File: src/rtl/cv32e40p_x_result_buf_if.sv
// Accelerator result channel plus regfile write / completion channel of the x-interface result buffer.
// The slave modport is the buffer's view; the master modport is the environment's view.
interface cv32e40p_x_result_buf_if;
  logic        x_result_valid_i;
  logic        x_result_ready_o;
  logic        x_result_we_i;
  logic [4:0]  x_result_rd_i;
  logic [31:0] x_result_data_i;
  logic        core_wb_busy_i;
  logic        rf_we_o;
  logic [4:0]  rf_waddr_o;
  logic [31:0] rf_wdata_o;
  logic        x_rvalid_o;
  logic [4:0]  x_rwaddr_o;

  modport slave (
    input  x_result_valid_i, x_result_we_i, x_result_rd_i, x_result_data_i, core_wb_busy_i,
    output x_result_ready_o, rf_we_o, rf_waddr_o, rf_wdata_o, x_rvalid_o, x_rwaddr_o
  );

  modport master (
    output x_result_valid_i, x_result_we_i, x_result_rd_i, x_result_data_i, core_wb_busy_i,
    input  x_result_ready_o, rf_we_o, rf_waddr_o, rf_wdata_o, x_rvalid_o, x_rwaddr_o
  );
endinterface

File: src/rtl/cv32e40p_x_result_buf.sv
// Buffers accelerator results in a small FIFO and drains them into the regfile write port when the core is idle.
// Optional macro X_RESULT_BYPASS_EN lets a result reach the write port in its arrival cycle when the FIFO is empty.
module cv32e40p_x_result_buf #(
  parameter  int DEPTH = 2,
  localparam int CNT_W = $clog2(DEPTH + 1)
) (
  input  logic                   clk_i,
  input  logic                   rst_i,
  cv32e40p_x_result_buf_if.slave x_if,
  output logic                   empty_o,
  output logic [CNT_W-1:0]       count_o
);

  localparam int PTR_W = (DEPTH > 1) ? $clog2(DEPTH) : 1;
  localparam logic [CNT_W-1:0] FULL_CNT = CNT_W'(DEPTH);

  // Handshake: a result transfers on a clock edge where x_result_valid_i and
  // x_result_ready_o are both high; ready is a function of registered occupancy only.
  logic [4:0]       r_rd   [DEPTH];
  logic [31:0]      r_data [DEPTH];
  logic [PTR_W-1:0] r_wr_ptr;
  logic [PTR_W-1:0] r_rd_ptr;
  logic [CNT_W-1:0] r_count;

  logic w_ready;
  logic w_empty;
  logic w_hs;
  logic w_bypass;
  logic w_push;
  logic w_pop;
  logic w_out_vld;
  logic [4:0]  w_out_rd;
  logic [31:0] w_out_data;

  assign w_ready = (r_count != FULL_CNT);
  assign w_empty = (r_count == '0);
  assign w_hs    = x_if.x_result_valid_i & w_ready;

`ifdef X_RESULT_BYPASS_EN
  assign w_bypass = w_hs & x_if.x_result_we_i & w_empty & ~x_if.core_wb_busy_i;
`else
  assign w_bypass = 1'b0;
`endif

  // Results without a writeback are accepted and dropped; bypassed results never occupy an entry.
  assign w_push = w_hs & x_if.x_result_we_i & ~w_bypass;
  assign w_pop  = ~w_empty & ~x_if.core_wb_busy_i;

  always_comb begin
    w_out_vld  = 1'b0;
    w_out_rd   = '0;
    w_out_data = '0;
    if (w_pop) begin
      w_out_vld  = 1'b1;
      w_out_rd   = r_rd[r_rd_ptr];
      w_out_data = r_data[r_rd_ptr];
    end else if (w_bypass) begin
      w_out_vld  = 1'b1;
      w_out_rd   = x_if.x_result_rd_i;
      w_out_data = x_if.x_result_data_i;
    end
  end

  // x0 results still complete toward the dispatcher but must not write the regfile.
  assign x_if.rf_we_o          = w_out_vld & (w_out_rd != 5'd0);
  assign x_if.rf_waddr_o       = w_out_rd;
  assign x_if.rf_wdata_o       = w_out_data;
  assign x_if.x_rvalid_o       = w_out_vld;
  assign x_if.x_rwaddr_o       = w_out_rd;
  assign x_if.x_result_ready_o = w_ready;
  assign empty_o               = w_empty;
  assign count_o               = r_count;

  always_ff @(posedge clk_i or posedge rst_i) begin
    if (rst_i) begin
      r_wr_ptr <= '0;
      r_rd_ptr <= '0;
      r_count  <= '0;
      for (int i = 0; i < DEPTH; i++) begin
        r_rd[i]   <= '0;
        r_data[i] <= '0;
      end
    end else begin
      if (w_push) begin
        r_rd[r_wr_ptr]   <= x_if.x_result_rd_i;
        r_data[r_wr_ptr] <= x_if.x_result_data_i;
        r_wr_ptr         <= r_wr_ptr + PTR_W'(1);
      end
      if (w_pop) begin
        r_rd_ptr <= r_rd_ptr + PTR_W'(1);
      end
      case ({w_push, w_pop})
        2'b10:   r_count <= r_count + CNT_W'(1);
        2'b01:   r_count <= r_count - CNT_W'(1);
        default: r_count <= r_count;
      endcase
    end
  end

endmodule

File: src/flat_wrapper.sv
// flat-port wrapper written by rule: the top's interface ports become plain ports
module cv32e40p_x_result_buf_flat 
#(
  parameter  int DEPTH = 2,
  localparam int CNT_W = $clog2(DEPTH + 1)
)
  (clk_i, rst_i, empty_o, count_o, x_if_x_result_valid_i, x_if_x_result_we_i, x_if_x_result_rd_i, x_if_x_result_data_i, x_if_core_wb_busy_i, x_if_x_result_ready_o, x_if_rf_we_o, x_if_rf_waddr_o, x_if_rf_wdata_o, x_if_x_rvalid_o, x_if_x_rwaddr_o);
  cv32e40p_x_result_buf_if x_if_i ();
  input  logic clk_i;
  input  logic rst_i;
  output logic empty_o;
  output logic [CNT_W-1:0] count_o;
  input wire logic [$bits(x_if_i.x_result_valid_i)-1:0] x_if_x_result_valid_i;
  input wire logic [$bits(x_if_i.x_result_we_i)-1:0] x_if_x_result_we_i;
  input wire logic [$bits(x_if_i.x_result_rd_i)-1:0] x_if_x_result_rd_i;
  input wire logic [$bits(x_if_i.x_result_data_i)-1:0] x_if_x_result_data_i;
  input wire logic [$bits(x_if_i.core_wb_busy_i)-1:0] x_if_core_wb_busy_i;
  output wire logic [$bits(x_if_i.x_result_ready_o)-1:0] x_if_x_result_ready_o;
  output wire logic [$bits(x_if_i.rf_we_o)-1:0] x_if_rf_we_o;
  output wire logic [$bits(x_if_i.rf_waddr_o)-1:0] x_if_rf_waddr_o;
  output wire logic [$bits(x_if_i.rf_wdata_o)-1:0] x_if_rf_wdata_o;
  output wire logic [$bits(x_if_i.x_rvalid_o)-1:0] x_if_x_rvalid_o;
  output wire logic [$bits(x_if_i.x_rwaddr_o)-1:0] x_if_x_rwaddr_o;
  assign x_if_i.x_result_valid_i = x_if_x_result_valid_i;
  assign x_if_i.x_result_we_i = x_if_x_result_we_i;
  assign x_if_i.x_result_rd_i = x_if_x_result_rd_i;
  assign x_if_i.x_result_data_i = x_if_x_result_data_i;
  assign x_if_i.core_wb_busy_i = x_if_core_wb_busy_i;
  assign x_if_x_result_ready_o = x_if_i.x_result_ready_o;
  assign x_if_rf_we_o = x_if_i.rf_we_o;
  assign x_if_rf_waddr_o = x_if_i.rf_waddr_o;
  assign x_if_rf_wdata_o = x_if_i.rf_wdata_o;
  assign x_if_x_rvalid_o = x_if_i.x_rvalid_o;
  assign x_if_x_rwaddr_o = x_if_i.x_rwaddr_o;
  cv32e40p_x_result_buf #(.DEPTH(DEPTH)) u_core (.clk_i(clk_i), .rst_i(rst_i), .x_if(x_if_i), .empty_o(empty_o), .count_o(count_o));
endmodule
File: config.mk
export PLATFORM = sky130hd
export DESIGN_NAME = cv32e40p_x_result_buf_flat
export DESIGN_NICKNAME = d
export VERILOG_FILES = /design/src/rtl/cv32e40p_x_result_buf_if.sv /design/src/rtl/cv32e40p_x_result_buf.sv /design/src/flat_wrapper.sv
export SDC_FILE = /design/constraint.sdc
export NUM_CORES = 1
export LEC_CHECK = 0
export ABC_AREA = 1
export BUFFER_PORTS_ARGS = -buffer_cell sky130_fd_sc_hd__buf_2
export CORE_ASPECT_RATIO = 1.75
export CORE_MARGIN = 4
export CORE_UTILIZATION = 48
export DETAILED_ROUTE_END_ITERATION = 7
export PLACE_DENSITY = 0.72
export RECOVER_POWER = 50
export SETUP_SLACK_MARGIN = 0.05
export SYNTH_ARGS = -nofsm -noshare
export SYNTH_HDL_FRONTEND = slang
export SYNTH_SLANG_ARGS = --single-unit
File: constraint.sdc
create_clock -name clk_i -period 3.34 [get_ports clk_i]
set_input_delay 0.501 -clock clk_i [delete_from_list [all_inputs] [get_ports clk_i]]
set_output_delay 0.501 -clock clk_i [all_outputs]
set_load 0.1 [all_outputs]
* Word level (Yosys, flattened, before mapping)
Cells that the tools add are included.
** Word-level totals
- Register bits after elaboration :: 78
- Input port bits :: 42
- Output and inout port bits :: 48
- Logic and storage cells :: 45
** Operators by class
- $add $sub $neg :: 4
- Order comparisons :: 3
- Equal/unequal tests :: 3
- Muxes and demuxes :: 16
- Bitwise logic cells :: 8
- Reduce and logical (&&, ||, !) cells :: 4
** Operator list (number)
- two-way mux 32 bit :: 5
- bitwise mux 64 bit :: 1
- demux 32 bit (select 1 bit) :: 1
- two-way mux 5 bit :: 5
- bitwise mux 10 bit :: 1
- demux 5 bit (select 1 bit) :: 1
- nonzero test 5 bit :: 1
- bitwise AND 1 bit :: 4
- greater-or-equal comparator 2 bit, second input constant :: 2
- inverter 1 -> 2 bit :: 2
- case mux 2 bit (2 select lines) :: 1
- adder 1 bit, second input constant :: 2
- adder 2 x 1 -> 2 bit, second input constant :: 1
- == test 2 x 1 -> 1 bit, second input constant :: 1
- == test 2 bit, second input constant :: 1
- logical NOT 2 bit :: 1
- less-than comparator 2 x 1 -> 1 bit, second input constant :: 1
- inequality test 2 bit, second input constant :: 1
- inverter 1 bit :: 2
- nonzero test 2 bit :: 1
- subtractor 2 x 1 -> 2 bit, second input constant :: 1
- logical AND 1 bit :: 1
- two-way mux 1 bit :: 1

* Depth between registers and ports, before layout
- Word-level depth :: 7
- Depth in mapped cells :: 7

* Worst setup path before layout
No wires, ideal clock.
- Kind :: register -> output
- Start point :: register u_core.r_count[0] (netlist: u_core.count_o[0])
- End point :: output x_if_rf_we_o
- Arrival :: 3748 ps
- Data required time :: 2839 ps
- Slack :: -909 ps
- Cell stages (with the launch flop) :: 8
- Path buffers :: 1
- Path through :: dfrtp_1 nor2_1 nor2_2 buf_4 nand2_1 inv_1 nor2_1 nand2_1
** Between the ends
- Word-level cells in the longest chain between the ends :: 6
** RTL lines
- from (decl) :: RTL line cv32e40p_x_result_buf.sv:23 : logic [CNT_W-1:0] r_count;
- from (signal assigned) :: RTL line cv32e40p_x_result_buf.sv:93 : 2'b10: r_count <= r_count + CNT_W'(1);
- from (signal assigned) :: RTL line cv32e40p_x_result_buf.sv:94 : 2'b01: r_count <= r_count - CNT_W'(1);
- from (signal assigned) :: RTL line cv32e40p_x_result_buf.sv:95 : default: r_count <= r_count;
- logical NOT 2 bit :: RTL line cv32e40p_x_result_buf.sv:36 : assign w_empty = (r_count == '0);
- via empty_o :: RTL line flat_wrapper.sv:11 : output logic empty_o;
- inverter 1 bit :: RTL line cv32e40p_x_result_buf.sv:47 : assign w_pop = ~w_empty & ~x_if.core_wb_busy_i;
- bitwise AND 1 bit :: RTL line cv32e40p_x_result_buf.sv:47
- two-way mux 5 bit :: RTL line cv32e40p_x_result_buf.sv:53 : if (w_pop) begin
- via x_if_rf_waddr_o[1] :: RTL line flat_wrapper.sv:20 : output wire logic [$bits(x_if_i.rf_waddr_o)-1:0] x_if_rf_waddr_o;
- nonzero test 5 bit :: RTL line cv32e40p_x_result_buf.sv:65 : assign x_if.rf_we_o = w_out_vld & (w_out_rd != 5'd0);
- bitwise AND 1 bit :: RTL line cv32e40p_x_result_buf.sv:65
- to (decl) :: RTL line flat_wrapper.sv:19 : output wire logic [$bits(x_if_i.rf_we_o)-1:0] x_if_rf_we_o;
The timed path passes the listed nets, and every way through them passes these cells.

* Worst setup path after layout
- Start point :: register u_core.r_count[0] (netlist: u_core.count_o[0])
- End point :: output x_if_rf_wdata_o[22]
** Between the ends
- Word-level cells in the longest chain between the ends :: 4
** RTL lines
- logical NOT 2 bit :: RTL line cv32e40p_x_result_buf.sv:36
- inverter 1 bit :: RTL line cv32e40p_x_result_buf.sv:47
- bitwise AND 1 bit :: RTL line cv32e40p_x_result_buf.sv:47
- two-way mux 32 bit :: RTL line cv32e40p_x_result_buf.sv:53
- to (decl) :: RTL line flat_wrapper.sv:21 : output wire logic [$bits(x_if_i.rf_wdata_o)-1:0] x_if_rf_wdata_o;
Every way passes these cells.

==> impl_metrics.json <==
{
  "status": "finished with violations",
  "violations": "capacitance limit, slew limit",
  "ant_nets": 0,
  "dr.pass1.iters": 5,
  "area_growth_pct": 16.1,
  "crit_slowest_cell": "dfrtp_1",
  "worstPathCellList": "nor2_4 -> nor2_4 -> buf_4 -> nand2_1 -> inv_1 -> buf_2",
  "post_drt_wl_per_cell_microns": 12.6,
  "post_cts_buffers": 0,
  "die_y_microns": 129,
  "met3_usage_pct": 2.92,
  "coreArea_sq_mm": 0.00826,
  "worstHoldStart": "x_if_x_result_data_i[27]",
  "grt_usage_pct": 18.0,
  "cp-start-kind": "flip-flop",
  "tns_ns": 0,
  "grt_max_degree": 51,
  "required_ns": 2.84,
  "fp.dieW_microns": 77.3,
  "use_met1_pct": 18.9,
  "critical_path_class": "flip-flop to output pin",
  "seq_area_frac_synth_pct": 48.4,
  "cts_tree": "done",
  "synth_cell_types": 22,
  "cp_max_fo": 23,
  "mappedNetlistNets": 547,
  "worst_path_most_repeated_cell": "nor2_4",
  "grt_setup_unrepaired": "false",
  "worstMarginPinSlew_ns": 1.58,
  "fmax_mhz": 372,
  "worstSetupEndpointType": "output pin",
  "cts_sinks": 78,
  "num-fill-cells": 807,
  "num_rows": 44,
  "ios": 90,
  "grt_remaining_overflow": 0,
  "cpPeakStageDelay_ns": 0.48,
  "root_buffer": "clkbuf_16",
  "grt.busiest_layer": "met2",
  "netlist_area_sq_mm": 0.00404,
  "cap_violations": 1,
  "hold_path_class": "primary input to flip-flop",
  "period_share_pct": 80.5,
  "nNetsFinal": 624,
  "grt_pass1_wl_microns": 14300,
  "post-route-min-period_ns": 2.69,
  "r2r_start": "u_core.count_o[0]",
  "cts_max_level": 3,
  "drc": 0,
  "clock_latency_ns": 0.33,
  "cts_inserted_buffers": 9,
  "gp_congestion": 0.727,
  "grt_pass1_vias": 3175,
  "io_buffers": 89,
  "clockBufferDepth": 2,
  "report.final.slew_viol_count": 36,
  "ys_ff_latch": 78,
  "syn-instance-count": 504,
  "wl_microns": 8530,
  "cp-startpoint": "u_core.count_o[0]",
  "slew_headroom_pct": -5.69,
  "clk_pin_slew_worst_paths_ns": 0.06,
  "finalHoldViolCount": 0,
  "synth_area_per_cell_sq_um": 8.01,
  "viasPerCell": 4.85,
  "clock_skew_ns": 0.00570,
  "dp_hpwl_microns": 5910,
  "antenna_cells": 0,
  "start_util_pct": 48.9,
  "final_cell_mix": "229 x nand2_1, 89 x buf_2, 77 x dfrtp_1",
  "drive_above_1_share_pct": 27.3,
  "die_area_sq_mm": 0.0100,
  "cts_hold_buf": 0,
  "mostFrequentLayoutCell": "nand2_1",
  "drt_iter0_markers": 184,
  "use_met2_pct": 34.5,
  "cts_resized": 0,
  "ys_warn_count": 0,
  "vias": 3286,
  "setup_viol": 0,
  "antenna_found_initial": 0,
  "cp.arrival_ns": 2.19
}
[Yosys cell counts]
master / count / share of area, %
nor2_2: 1 / 0.16
o21ai_1: 13 / 1.6
or2_2: 1 / 0.16
o21ai_0: 11 / 1.4
clkbuf_2: 1 / 0.12
nor2_1: 3 / 0.28
o21ai_2: 50 / 11
dfrtp_1: 78 / 48
nand3_2: 1 / 0.25
xnor2_1: 2 / 0.43
inv_1: 76 / 7.1
nand2_4: 1 / 0.28
buf_6: 15 / 4.2
nand3b_4: 1 / 0.50
inv_2: 2 / 0.19
buf_2: 6 / 0.74
nand2_1: 229 / 21
buf_4: 6 / 1.1
clkbuf_1: 4 / 0.37
xor2_1: 1 / 0.22
ha_1: 1 / 0.31
a21oi_1: 1 / 0.12
[worst paths after layout]
| path | to | slack (ns) | cells after the start |
|---|---|---|---|
| worst max-delay path | x_if_rf_wdata_o[22] | 0.65 | 6 |
| worst min-delay path | u_core.r_data[27] | 0.42 | 3 |
| worst max register to register | u_core.r_data[17] | 0.85 | 6 |
| worst min register to register | u_core.r_data[10] | 0.48 | 2 |
| max in group asynchronous | u_core.r_data[40] | 1.00 | 3 |
| min in group asynchronous | u_core.r_data[55] | 0.54 | 2 |
[layer usage]
metal | vias to the layer above | part of all wire, %
met3 | 15 | 3.3
met1 | 1547 | 40
met5 | - | 0
li1 | 1650 | -
met4 | 0 | 2.5
met2 | 74 | 55
[sequential cells by signal, summed over array words and instances, names as in the netlist]
register / flops
u_core.r_rd: 10
u_core.r_rd_ptr: 1
u_core.r_data: 64
u_core.r_wr_ptr: 1
u_core.count_o: 2
[through the flow]
stage | setup slack (ns) | instance area (sq um) | util, % | hold slack, ns | cells
after floorplan | 0.266 | 4050 | - | 0.453 | 504
after global placement | 0.902 | 4430 | 53.6 | 0.463 | 662
after detailed placement | 0.876 | 4430 | 53.6 | 0.467 | 662
after CTS | 0.660 | 4740 | 57.4 | 0.244 | 678
after global routing | 0.502 | 4680 | 56.7 | 0.440 | 678
final | 0.650 | 4680 | 56.7 | 0.424 | 678
[critical path, delay by kind of cell (launching register included)]
kind                   cells  cell delay, ns
buffers and inverters      3            0.84
DFF                        1            0.48
and+or+nand+nor            3            0.53
[kinds of logic (layout without fill, tap and decap cells)]
| kind of cell | Yosys count | in the layout | synth area share, % |
|---|---|---|---|
| and+or+nand+nor | 237 | 237 | 22.9 |
| buffers and inverters | 110 | 192 | 13.8 |
| DFF | 78 | 78 | 48.4 |
| AOI/OAI and AO/OA | 75 | 75 | 14.0 |
| xor gates and xnor gates | 3 | 3 | 0.651 |
| adders and majority gates | 1 | 1 | 0.310 |
[cell type report]
cell class	instances	area, sq um	area share (%)
Clock buffer	12	246	5.26
Clock inverter	4	70.1	1.50
Sequential cell	78	1950	41.7
Multi-Input combinational cell	316	1500	32.0
Timing Repair Buffer	98	505	10.8
Inverter	78	294	6.28
Tap cell	92	115	2.46
Power is left out: the tool's default activity adds up to more than one toggle a clock period on the data nets, which glitch-free logic cannot reach.
